File: config.mk
export PLATFORM = sky130hd
export DESIGN_NAME = aopd_pd_seq
export DESIGN_NICKNAME = d
export VERILOG_FILES = /design/src/rtl/aopd_pd_seq.sv
export SDC_FILE = /design/constraint.sdc
export NUM_CORES = 1
export LEC_CHECK = 0
export CORE_ASPECT_RATIO = 0.9
export CORE_MARGIN = 5
export CORE_UTILIZATION = 49
export CTS_CLUSTER_SIZE = 30
export DETAILED_ROUTE_END_ITERATION = 6
export HOLD_SLACK_MARGIN = 0.06
export PLACE_DENSITY = 0.83
export SLEW_MARGIN = 20
export SYNTH_ARGS = -nofsm -noshare
export SYNTH_HDL_FRONTEND = slang
export SYNTH_SLANG_ARGS = --single-unit
File: constraint.sdc
create_clock -name i_aopd_clk -period 4.3 [get_ports i_aopd_clk]
set_input_delay 1.075 -clock i_aopd_clk [delete_from_list [all_inputs] [get_ports i_aopd_clk]]
set_output_delay 1.075 -clock i_aopd_clk [all_outputs]
set_load 0.01 [all_outputs]
File: src/rtl/aopd_pd_seq.sv
// Always-on power-domain sequencer for isolation, switched-domain reset and power-switch enable.
// Outputs are registered, decoded from the next state so they change in the same cycle as the state.
module aopd_pd_seq #(
  parameter int ISO_DLY = 4,
  parameter int RST_DLY = 4,
  parameter int PWR_TMO = 255,
  parameter int CNT_W   = 8
) (
  input  logic       i_aopd_clk,
  input  logic       i_aopd_rst,
  input  logic       i_pd_off_req,
  input  logic       i_pd_on_req,
  input  logic       i_pd_pwr_ok,
  output logic       o_pd_ack,
  output logic       o_pd_err,
  output logic       o_sel_iso,
  output logic       o_pd_rst,
  output logic       o_pd_pwr_en,
  output logic [2:0] o_pd_state
);

  typedef enum logic [2:0] {
    S_ON      = 3'd0,
    S_ISO     = 3'd1,
    S_RST     = 3'd2,
    S_PWR_DN  = 3'd3,
    S_OFF     = 3'd4,
    S_PWR_UP  = 3'd5,
    S_RST_REL = 3'd6,
    S_ISO_REL = 3'd7
  } state_t;

  localparam logic [CNT_W-1:0] ISO_LD = CNT_W'(ISO_DLY - 1);
  localparam logic [CNT_W-1:0] RST_LD = CNT_W'(RST_DLY - 1);
  localparam logic [CNT_W-1:0] TMO_LD = CNT_W'(PWR_TMO - 1);

  state_t           r_state;
  state_t           w_state_nxt;
  logic [CNT_W-1:0] r_cnt;
  logic [CNT_W-1:0] w_cnt_nxt;
  logic             w_cnt_done;
  logic             w_err_set;
  logic             w_err_clr;
  logic             w_sel_iso_nxt;
  logic             w_pd_rst_nxt;
  logic             w_pwr_en_nxt;
  logic             w_ack_nxt;
  logic             w_err_nxt;

  assign w_cnt_done = (r_cnt == {CNT_W{1'b0}});

  // State, counter and registered outputs
  always_ff @(posedge i_aopd_clk) begin
    if (i_aopd_rst) begin
      r_state     <= S_ON;
      r_cnt       <= {CNT_W{1'b0}};
      o_sel_iso   <= 1'b0;
      o_pd_rst    <= 1'b0;
      o_pd_pwr_en <= 1'b1;
      o_pd_ack    <= 1'b0;
      o_pd_err    <= 1'b0;
    end else begin
      r_state     <= w_state_nxt;
      r_cnt       <= w_cnt_nxt;
      o_sel_iso   <= w_sel_iso_nxt;
      o_pd_rst    <= w_pd_rst_nxt;
      o_pd_pwr_en <= w_pwr_en_nxt;
      o_pd_ack    <= w_ack_nxt;
      o_pd_err    <= w_err_nxt;
    end
  end

  // Next-state and counter reload; pwr_ok wins over a coincident timeout
  always_comb begin
    w_state_nxt = r_state;
    w_err_set   = 1'b0;
    w_err_clr   = 1'b0;
    case (r_state)
      S_ON: begin
        if (i_pd_off_req) begin
          w_state_nxt = S_ISO;
          w_err_clr   = 1'b1;
        end else begin
          w_state_nxt = S_ON;
        end
      end
      S_ISO:     w_state_nxt = w_cnt_done ? S_RST     : S_ISO;
      S_RST:     w_state_nxt = w_cnt_done ? S_PWR_DN  : S_RST;
      S_PWR_DN: begin
        if (!i_pd_pwr_ok) begin
          w_state_nxt = S_OFF;
        end else if (w_cnt_done) begin
          w_state_nxt = S_OFF;
          w_err_set   = 1'b1;
        end else begin
          w_state_nxt = S_PWR_DN;
        end
      end
      S_OFF: begin
        if (i_pd_on_req) begin
          w_state_nxt = S_PWR_UP;
          w_err_clr   = 1'b1;
        end else begin
          w_state_nxt = S_OFF;
        end
      end
      S_PWR_UP: begin
        if (i_pd_pwr_ok) begin
          w_state_nxt = S_RST_REL;
        end else if (w_cnt_done) begin
          w_state_nxt = S_OFF;
          w_err_set   = 1'b1;
        end else begin
          w_state_nxt = S_PWR_UP;
        end
      end
      S_RST_REL: w_state_nxt = w_cnt_done ? S_ISO_REL : S_RST_REL;
      S_ISO_REL: w_state_nxt = w_cnt_done ? S_ON      : S_ISO_REL;
      default:   w_state_nxt = S_ON;
    endcase

    if (w_state_nxt != r_state) begin
      case (w_state_nxt)
        S_ISO, S_ISO_REL:   w_cnt_nxt = ISO_LD;
        S_RST, S_RST_REL:   w_cnt_nxt = RST_LD;
        S_PWR_DN, S_PWR_UP: w_cnt_nxt = TMO_LD;
        default:            w_cnt_nxt = {CNT_W{1'b0}};
      endcase
    end else if (!w_cnt_done) begin
      w_cnt_nxt = r_cnt - {{(CNT_W-1){1'b0}}, 1'b1};
    end else begin
      w_cnt_nxt = r_cnt;
    end
  end

  // Output decode from the next state
  always_comb begin
    w_sel_iso_nxt = (w_state_nxt != S_ON);
    case (w_state_nxt)
      S_RST, S_PWR_DN, S_OFF, S_PWR_UP, S_RST_REL: w_pd_rst_nxt = 1'b1;
      default:                                     w_pd_rst_nxt = 1'b0;
    endcase
    w_pwr_en_nxt = !((w_state_nxt == S_PWR_DN) || (w_state_nxt == S_OFF));
    w_ack_nxt    = (w_state_nxt != r_state) && ((w_state_nxt == S_OFF) || (w_state_nxt == S_ON));
    if (w_err_set) begin
      w_err_nxt = 1'b1;
    end else if (w_err_clr) begin
      w_err_nxt = 1'b0;
    end else begin
      w_err_nxt = o_pd_err;
    end
  end

  assign o_pd_state = r_state;

endmodule

-- After elaboration in Yosys (flattened, before gate mapping)
Index checks and enable logic that the tools add are counted.
- register bits after elaboration: 16
- bits in read-only memories: 0
- output and inout bits: 8
- logic and storage cells: 60
- memories: 0
- input port bits: 5
- bits in latches: 0
- bits in writable memories: 0
- add/sub/neg operators: 1
- shift-type cells: 0
- div/mod/pow operators: 0
- equal/unequal tests: 16
- bitwise gates (word level): 0
- muxes and demuxes: 24
- multiply operators: 0
- order comparisons: 0
- reductions and logical operators: 12
- operators with widths (kind ; number):
    equality test 3 bit, second input constant ; 8
    one-hot mux 3 bit (8 select lines) ; 1
    2-to-1 mux 8 bit ; 2
    one-hot mux 8 bit (2 select lines) ; 1
    2-to-1 mux 1 bit ; 13
    equality test 3 x 2 -> 1 bit, second input constant ; 4
    2-to-1 mux 3 bit ; 3
    zero test 8 bit ; 1
    subtractor 8 x 1 -> 8 bit, second input constant ; 1
    equality test 3 x 1 -> 1 bit, second input constant ; 2
    zero test 3 bit ; 2
    OR reduction 5 bit ; 1
    2-to-1 mux 2 bit ; 2
    one-hot mux 1 bit (2 select lines) ; 2
    OR reduction 4 bit ; 1
    inequality test 3 bit ; 1
    nonzero test 3 bit ; 1
    logical OR 1 bit ; 2
    inequality test 2 x 1 -> 1 bit, second input constant ; 1
    nonzero test 2 bit ; 1
    OR reduction 2 bit ; 1
    logical AND 1 bit ; 1
    zero test 1 bit ; 1

-- Logic depth before layout (Yosys ltp)
Gate-level depths: netlist (run 1).
- depth after elaboration: 8
- depth in mapped cells: 8
- gate-level depth less buffers: 7

-- Worst setup path after synthesis (run 1)
No wires, ideal clock.
- path type: input to register
- start: input i_pd_pwr_ok
- end: register r_cnt[1]
- required time: 4168 ps
- cell stages on the path: 6
- arrival: 1942 ps
- slack: 2226 ps
- setup time: 132 ps
- buffers on the path: 1
- cell sequence: buf_2 nand3b_1 o21a_1 a32o_1 o211ai_1 a21oi_1
- longest elaborated chain between the ends: 6
- elaborated cells on any way between the ends: 15
- those cells by class: eq/ne: 8; mux: 5; reduce/logical: 2
- ends and longest elaborated chain (element ; RTL line ; text):
    start: declaration ; 13 ; input logic i_pd_pwr_ok,
    2-to-1 mux 2 bit or 2-to-1 mux 3 bit (tied branches) ; 108, 90 ;
    one-hot mux 3 bit (8 select lines) (*) ; 78 ; case (r_state)
    equality test 3 x 2 -> 1 bit (tied with other cells) ; 123 ; case (w_state_nxt)
    OR reduction 4 bit (no source line) or OR reduction 2 bit (tied branches) ; -- ;
    one-hot mux 8 bit (2 select lines) ; 123 ;
    2-to-1 mux 8 bit ; 122 ; if (w_state_nxt != r_state) begin
    end signal: assignment ; 56 ; r_cnt <= {CNT_W{1'b0}};
    end signal: assignment ; 64 ; r_cnt <= w_cnt_nxt;
    end: declaration ; 39 ; logic [CNT_W-1:0] r_cnt;
Mark *: on every way between the ends. The rest lies on a longest branch, timed or not.
A chain may end at the register's enable or synchronous reset.

-- Worst setup path in the final report (run 1)
- start: register r_state[0], in the netlist o_pd_state[0]
- end: output o_pd_state[0]
- RTL lines (element ; RTL line ; text):
    start: declaration ; 37 ; state_t r_state;
    start signal: assignment ; 63 ; r_state <= w_state_nxt;
    end: declaration ; 19 ; output logic [2:0] o_pd_state
No word-level cell between the ends.

==> results, run 1 <==
- The flow ran to the end, and the final reports show no timing, DRC or antenna violations.
- The synthesized flop and latch total is 16.
- 0 antenna diodes ended up in the layout.
- The average wire per cell in the routed design is 14.2 um.
- After layout, the worst path uses roughly two thirds of the clock period.
- The register-to-register setup slack is 2.12 ns.
- For this configuration, the core starts out at a cell density of 50.6%.
- The type of the worst min-delay path is reg -> reg.
- The count of flip-flops with a built-in enable after synthesis is 0.
- Summing the areas of all and, or, nand and nor instances in the mapped netlist gives about 28% of the synthesized area.
- The worst register-to-register path ends at o_pd_state[1].
- The worst setup path is of the reg -> out kind.
- The net count after synthesis is 123.
- Fill cells in the final layout number 165.
- The top flip-flop cell by instance count after synthesis is dfxtp_1.
- In the synthesized netlist, mux cells make up 1.19% of the area.
- The kind of cell adding the most delay to the critical path is flip-flops.
- The number of antenna violations at the first check in global routing is 0.
- Entering global routing, the biggest net connects 22 pins.
- TritonCTS built the clock tree.
- Synthesis instantiated 44 different standard cells from the library.
- The total congestion overflow is 0.
- The delay contributed by the slowest stage of the critical path is 0.75 ns.
- The number of buffers inserted by hold repair at cts is 0.
- The die width is approximately 56 um.
- The number of cells on the worst reg-to-reg path is 6.
- The endpoint kind of the worst setup timing path is an output pin.
- The first TritonRoute pass finished after 4 iterations.
- The count of H-tree levels built during CTS is 1.
- The startpoint type of the worst setup path is a flip-flop.
- Summing the areas of all xor and xnor instances in the mapped netlist gives 2.77% of the synthesized area.
- At the pin with the least slew margin, the transition time is 0.653 ns.
- In this run, CTS created clock tree buffers numbering 3.
- The main combinational cell family by area after synthesis is simple AND/OR/NAND/NOR gates.
- The share of flip-flops with an asynchronous set or reset after synthesis is 0%.
- Routability-driven placement finished with a final weighted congestion of 0.870.
- For this run, the register share of the synthesized area comes to 33.7%.
- The largest fanout of any net on the critical path is 21.
- The height of the die is roughly 52 um.
- The required arrival time at the worst endpoint is 3.22 ns.
- In this run the clock root is driven by a clkbuf_4.
- After clock tree synthesis, the repair step resized 0 gates.
- The final-report setup violation count is 0.
- The overall power after layout is 0.000825 W.
- The floorplan has 15 rows.
- The number of endpoints with negative hold slack in the final report is 0.
- Counting I/O delays and the setup requirement, the final critical path takes 2.79 ns.
- The via count of the first global-routing pass is 810.
- Traced cell by cell, the critical path runs through clkdlybuf4s50_1.
- Data arrives at the worst endpoint at 1.71 ns.
- In this run the most critical hold path is launched from o_pd_err.
- The count of non-filler cells in the finished layout is 151.
- The HPWL after detailed placement is 1.45 mm.
- Along the worst hold path, the cell count comes to 2.
- The insertion delay of the later-clocked pin in the worst-skew pair is 0.29 ns.
- During synthesis, Yosys emitted a total of 0 warnings.
- The TritonCTS sink count is 16.
- The maximum number of buffers from clock root to sink is 2.
- The max-slew violation count came to 0.
- The count of input and output buffers is 12.
- The CTS clock-pin slew for the worst setup and hold paths is about 0.10 ns.
- The cell with the biggest individual delay on the critical path is dfxtp_1.
- The area growth from synthesis to layout is 16.3%.
- Cells with a size suffix above 1 make up between 8 and 9% of the layout.
- The per-cell via count in the routed design is ~6.
- The routed design has 2.14 mm of wire.
- The endpoint with the worst hold slack is o_pd_err.
- The reported max-cap violation count is 0.
- Between clock sinks in the finished design, the worst skew comes to 0.00409 ns.
- The total negative slack is 0 ns.
- The final antenna-violating net count is 0.
- The leakage power summed over all cells is approximately 0.4 nW.
- Dividing total power by cell area gives a power density of 747 nW/um^2.
- The die footprint is roughly 3000 sq um.
- Based on the critical path, the design can be clocked at up to 359 MHz.
- The compound-gate portion of the synthesized area is 27.4%.
- The number of top-level pins is 13.
- After Yosys synthesis, full adders, half adders and majority gates account for about 1.3% of the synthesized area.
- Setup repair after global routing left no endpoint under its margin.
- The post-synthesis cell count is 117.
- The number of buffers and inverters on the critical path is 1.
- After detailed routing, the number of remaining DRC violations is 0.
- The number of DRC markers in iteration 0 is 43.
- The worst pin sits at a relative slew slack of 56.4%.
- The net count of the finished layout is 133.
- The overall via count from detail_route is 922.
- The synthesized cell area is 950 sq um.
- The worst register-to-register path begins at r_cnt[0].
- The overall global routing resource usage is 16.4%.
- The total instance count after detailed placement is 147.
- The maximum ir drop on the vdd rail is ~0.00040 V.
- In this run the mean area of a mapped cell was 8.12 sq um.
- The setup fix buffers added after clock tree synthesis is 0.
- The first global-routing pass estimated 3.73 mm of wire.
- After floorplanning, the core was sized to cover 1880 sq um.
==> power breakdown <==
| group | switching, W | total, W | internal, W |
|---|---|---|---|
| sequential | 0.0000722 | 0.000269 | 0.000197 |
| clock | 0.0000515 | 0.000103 | 0.0000516 |
| combinational | 0.000259 | 0.000453 | 0.000194 |
==> flip-flops by register name (all words and copies together) (netlist names) <==
signal,count
o_pd_ack,1
o_pd_err,1
o_pd_pwr_en,1
o_pd_rst,1
o_pd_state,3
o_sel_iso,1
r_cnt,8
==> worst max path at each step <==
stage / from / slack [ns] / cells after the start / to
2_1_floorplan: i_pd_pwr_ok / 2.23 / 6 / r_cnt[1]
3_3_place_gp: i_pd_pwr_ok / 1.48 / 6 / r_cnt[0]
3_5_place_dp: i_pd_pwr_ok / 1.48 / 6 / r_cnt[0]
4_1_cts: o_pd_state[0] / 1.56 / 1 / o_pd_state[0]
5_1_grt: o_pd_state[0] / 1.46 / 1 / o_pd_state[0]
6_report: o_pd_state[0] / 1.51 / 1 / o_pd_state[0]
==> cells in the mapped netlist, drive strengths merged, types with 3 or more instances <==
cell,instances,area (sq um)
clkbuf,4,15.0
nand3,3,15.0
nand2,14,55.1
or4,3,30.0
nor2,6,22.5
buf,3,17.5
a21oi,14,70.1
inv,5,18.8
nand2b,5,31.3
dfxtp,16,320
nor3,5,30.0
o31ai,4,30.0
==> cell type report <==
class / count / area [sq um] / share of cell area (%)
multi-input cells: 89 / 578 / 52.3
repair buffers: 12 / 120 / 10.9
well taps: 25 / 31.3 / 2.83
inverters: 5 / 18.8 / 1.70
flip-flops and latches: 16 / 320 / 29.0
clock buffers: 4 / 36.3 / 3.28
==> placed cells by master, fill, tap and decap left out, drive strengths merged, types with 2 or more instances in the layout <==
master | synthesis | layout
a21oi | 14 | 14
o211ai | 2 | 2
xor2 | 2 | 2
nand3 | 3 | 3
dfxtp | 16 | 16
clkbuf | 4 | 4
nor2 | 6 | 6
or4 | 3 | 3
nor3 | 5 | 5
a31oi | 2 | 2
or2 | 2 | 2
inv | 5 | 5
clkdlybuf4s50 | 0 | 12
nand2 | 14 | 14
nand2b | 5 | 5
a211oi | 2 | 2
a21o | 2 | 2
a311oi | 2 | 2
o31ai | 4 | 4
==> kinds of logic after synthesis <==
logic type / after synthesis
fa+ha+maj: 1
mux: 1
buf+inv: 12
compound gates: 38
xor+xnor: 3
simple gates: 46
flops: 16
==> layer usage <==
metal | vias up | GRT usage, % | share of wire [%] | wire length [um]
li1 | 452 | - | - | -
met1 | 421 | 21.3 | 46 | 988
met2 | 42 | 26.3 | 45 | 960
met3 | 7 | 2.23 | 6.3 | 134
met4 | 0 | 9.09 | 2.8 | 59
met5 | - | 0 | 0 | 0
==> per-stage QoR <==
stage	instance area (sq um)	hold slack (ns)	setup slack (ns)	utilization [%]
after floorplan	950	0.489	2.23	-
after detailed placement	1070	0.523	1.48	56.9
after global placement	1070	0.501	1.48	56.9
final	1100	0.538	1.51	58.9
after global routing	1100	0.571	1.46	58.9
after CTS	1100	0.552	1.56	58.9
(Power assumes the default switching activity.)
==> inputs of run 2 (changes only) <==
==> constraint.sdc (replaced) <==
create_clock -name i_aopd_clk -period 2.92 [get_ports i_aopd_clk]
set_input_delay 0.73 -clock i_aopd_clk [delete_from_list [all_inputs] [get_ports i_aopd_clk]]
set_output_delay 0.73 -clock i_aopd_clk [all_outputs]
set_load 0.01 [all_outputs]
==> run 2 against run 1 <==
  * Count of clock-buffer cells in the layout shrank 1
  * Utilization shrank 0.33 points
  * Clock skew is 0.00084 ns higher
  * Final cell count unchanged
  * Critical path depth unchanged
  * Worst setup slack got worse by 0.91 ns
  * Wire length shrank 2.1%
  * Register-to-register slack got worse by 1.4 ns
  * Non-clock buffer count up 1
  * Critical path type unchanged
  * Highest routed layer unchanged
==> results, run 2 (synthesized netlist as in run 1, its figures left out) <==
- Result of the run: completed (unchanged).
- The clock tree from TritonCTS is yes (unchanged).
- The worst path arrival time was 1.58 ns (was 1.71 ns).
- The height of the die is 51.8 um (unchanged).
- The total instance count after detailed placement was 148 (was 147).
- The worst-margin pin slew is 0.544 ns (was 0.653 ns).
- The delay contributed by the slowest stage of the critical path is 0.66 ns (was 0.75 ns).
- The depth of the critical timing path with buffers and inverters included came to 1 (unchanged).
- The maximum clock frequency is roughly 430 MHz.
- The global-route wire length before repair came to 3.62 mm (was 3.73 mm).
- The final antenna-violating net count is 0 (unchanged).
- The kind of cell adding the most delay to the critical path is flip-flops (unchanged).
- The global placer's final weighted congestion is 0.842 (was 0.870).
- The flip-flop count of the largest register, all copies and words added came to 8 (unchanged).
- The final cell utilization of the core came to 58.5% (was 58.9%).
- The worst setup skew after layout came to 0.00493 ns (was 0.00409 ns).
- The leakage power summed over all cells was 0.401 nW (was 0.403 nW).
- The total number of nets in the final design is 134 (was 133).
- The count of H-tree levels built during CTS is 1 (unchanged).
- The total congestion overflow is 0 (unchanged).
- The cell with the biggest individual delay on the critical path is dfxtp_1 (unchanged).
- The type of the worst min-delay path is reg -> reg (unchanged).
- The number of design rule violations left after detail routing is 0 (unchanged).
- The average wire per cell in the routed design was 13.9 um (was 14.2 um).
- The footprint of the multi-input gates is 578 sq um (unchanged).
- The start-to-end type of the worst setup path is reg -> out (unchanged).
- The worst slew slack as a fraction of its limit was 63.4% (was 56.4%).
- The number of top-level pins is 13 (unchanged).
- The per-cell via count in the routed design was 5.99 (was 6.11).
- The largest fanout of any net on the critical path is 17 (was 21).
- The number of placement rows is 15 (unchanged).
- The number of filler instances in the final layout is 177 (was 165).
- The met3 track utilization from global routing came to 1.49% (was 2.23%).
- The reported max-cap violation count was 0 (unchanged).
- The most common cell after layout, fill and taps aside is dfxtp_1 (unchanged).
- The reg-to-reg critical path startpoint was r_cnt[0] (unchanged).
- The area taken by flip-flops and latches is 320 sq um (unchanged).
- The number of DRC markers in iteration 0 is 23 (was 43).
- The number of cells on the worst reg-to-reg path was 6 (unchanged).
- The capturing element of the worst setup path is o_pd_state[2] (was o_pd_state[0]).
- Top library cells by usage in the layout, fill and taps aside: dfxtp_1 (16), a21oi_1 (14), nand2_1 (13), clkdlybuf4s50_1 (12), nor2_1 (6) (unchanged).
- The overall power after layout is 0.00117 W (was 0.000825 W).
- The number of endpoints with negative hold slack in the final report is 0 (unchanged).
- The area growth from synthesis to layout was 15.7% (was 16.3%).
- The post-place setup slack came to 0.432 ns (was 1.48 ns).
- The number of antenna violations at the first check in global routing is 0 (unchanged).
- The count of antenna diodes in the layout was 0 (unchanged).
- The busiest layer in global routing was met2 (unchanged).
- The total routed wirelength is 2.10 mm (was 2.14 mm).
- The via count of the first global-routing pass is 823 (was 810).
- The startpoint type of the worst setup path is a flip-flop (unchanged).
- The number of buffers and inverters on the critical path was 1 (unchanged).
- The register-to-register setup slack is 0.77 ns (was 2.12 ns).
- The endpoint of the worst-slack reg-to-reg timing path is o_pd_state[1] (unchanged).
- The count of non-filler cells in the finished layout came to 151 (unchanged).
- The CTS clock-pin slew for the worst setup and hold paths was 0.09 ns (was 0.10 ns).
- The maximum ir drop on the vdd rail is 0.000525 V (was 0.000403 V).
- The endpoint kind of the worst setup timing path is an output pin (unchanged).
- The TritonCTS sink count is 16 (unchanged).
- Worst path cell trace: clkdlybuf4s50_1 (unchanged).
- The overall via count from detail_route is 904 (was 922).
- The core footprint came to 1880 sq um (unchanged).
- The root cell of the clock tree was clkbuf_4 (unchanged).
- The largest register by flop count was r_cnt (unchanged).
- The required arrival time at the worst endpoint is 2.19 ns (was 3.22 ns).
- The first-pass iteration count of the detailed router came to 4 (unchanged).
- The met2 usage in global routing is 25.3% (was 26.3%).
- The number of buffers inserted by hold repair at cts came to 0 (unchanged).
- The total negative slack is 0 ns (unchanged).
- RSZ-0062 raised after global routing: no (unchanged).
- The clock period minus final worst setup slack is 2.31 ns.
- The total power divided by cell area came to 1070 nW/um^2 (was 747 nW/um^2).
- The largest net degree at the start of global routing was 21 (was 22).
- The overall global routing resource usage is 16.0% (was 16.4%).
- The die width was 56.4 um (unchanged).
- The maximum number of buffers from clock root to sink came to 2 (unchanged).
- The CTS buffer count is 3 (unchanged).
- The max-slew violation count is 0 (unchanged).
- The fraction of final layout cells with drive strength greater than 1 is 8.73% (unchanged).
- The effective utilization at floorplan is 50.6% (unchanged).
- The final-report setup violation count is 0 (unchanged).
- The launch point of the worst path is o_pd_state[2] (was o_pd_state[0]).
- The insertion delay of the later-clocked pin in the worst-skew pair was 0.28 ns (was 0.29 ns).
- The period utilization is 79.2%.
- The final critical-path setup slack is 0.606 ns (was 1.51 ns).
- The estimated wirelength of the detail-placed design is 1.51 mm (was 1.45 mm).
- The count of input and output buffers is 12 (unchanged).
- The met1 usage in global routing is 20.9% (was 21.3%).
- The setup fix buffers added after clock tree synthesis is 0 (unchanged).
- The count of instances resized after the clock tree is built is 0 (unchanged).
- The die footprint is 2920 sq um (unchanged).
-- run 2: worst min-delay path by stage --
stage,startpoint,end,slack [ns],depth (start not counted)
6_report,o_pd_err,o_pd_err,0.53,2
5_1_grt,r_cnt[6],r_cnt[6],0.60,2
4_1_cts,r_cnt[6],r_cnt[6],0.53,2
3_5_place_dp,o_pd_err,o_pd_err,0.51,2
3_3_place_gp,o_pd_err,o_pd_err,0.50,2
2_1_floorplan,r_cnt[6],r_cnt[6],0.49,2
-- run 2: metal layers --
layer	wire length [um]	part of all wire, %
met1	981	47
met2	943	45
met3	108	5.2
met4	62	3.0
met5	0	0
-- run 2: cell type report --
type                    instances  share of cell area, %
multi-input cells              89                   52.6
well taps                      25                   2.85
repair buffers                 13                   11.6
flip-flops and latches         16                   29.2
inverters                       5                   1.71
clock buffers                   3                   2.05
-- run 2: stage by stage --
stage	hold WS, ns	cell area (sq um)
5_1_grt	0.597	1100
3_5_place_dp	0.510	1080
3_3_place_gp	0.497	1080
2_1_floorplan	0.489	950
6_report	0.527	1100
4_1_cts	0.534	1100
-- run 2: worst reg2reg max path, cell delays in order (launching register included) --
cell and delay, ns:
dfxtp_1 0.35, inv_1 0.07, ha_1 0.20, nor4b_2 0.49, and2_1 0.42, o22ai_1 0.16, a2111oi_2 0.37
-- run 2: power by group --
group	internal, W	switching, W	leakage (nW)
logic	0.000292	0.000397	0.256
clock network	0.0000479	0.0000671	0.0138
registers	0.000290	0.0000803	0.131
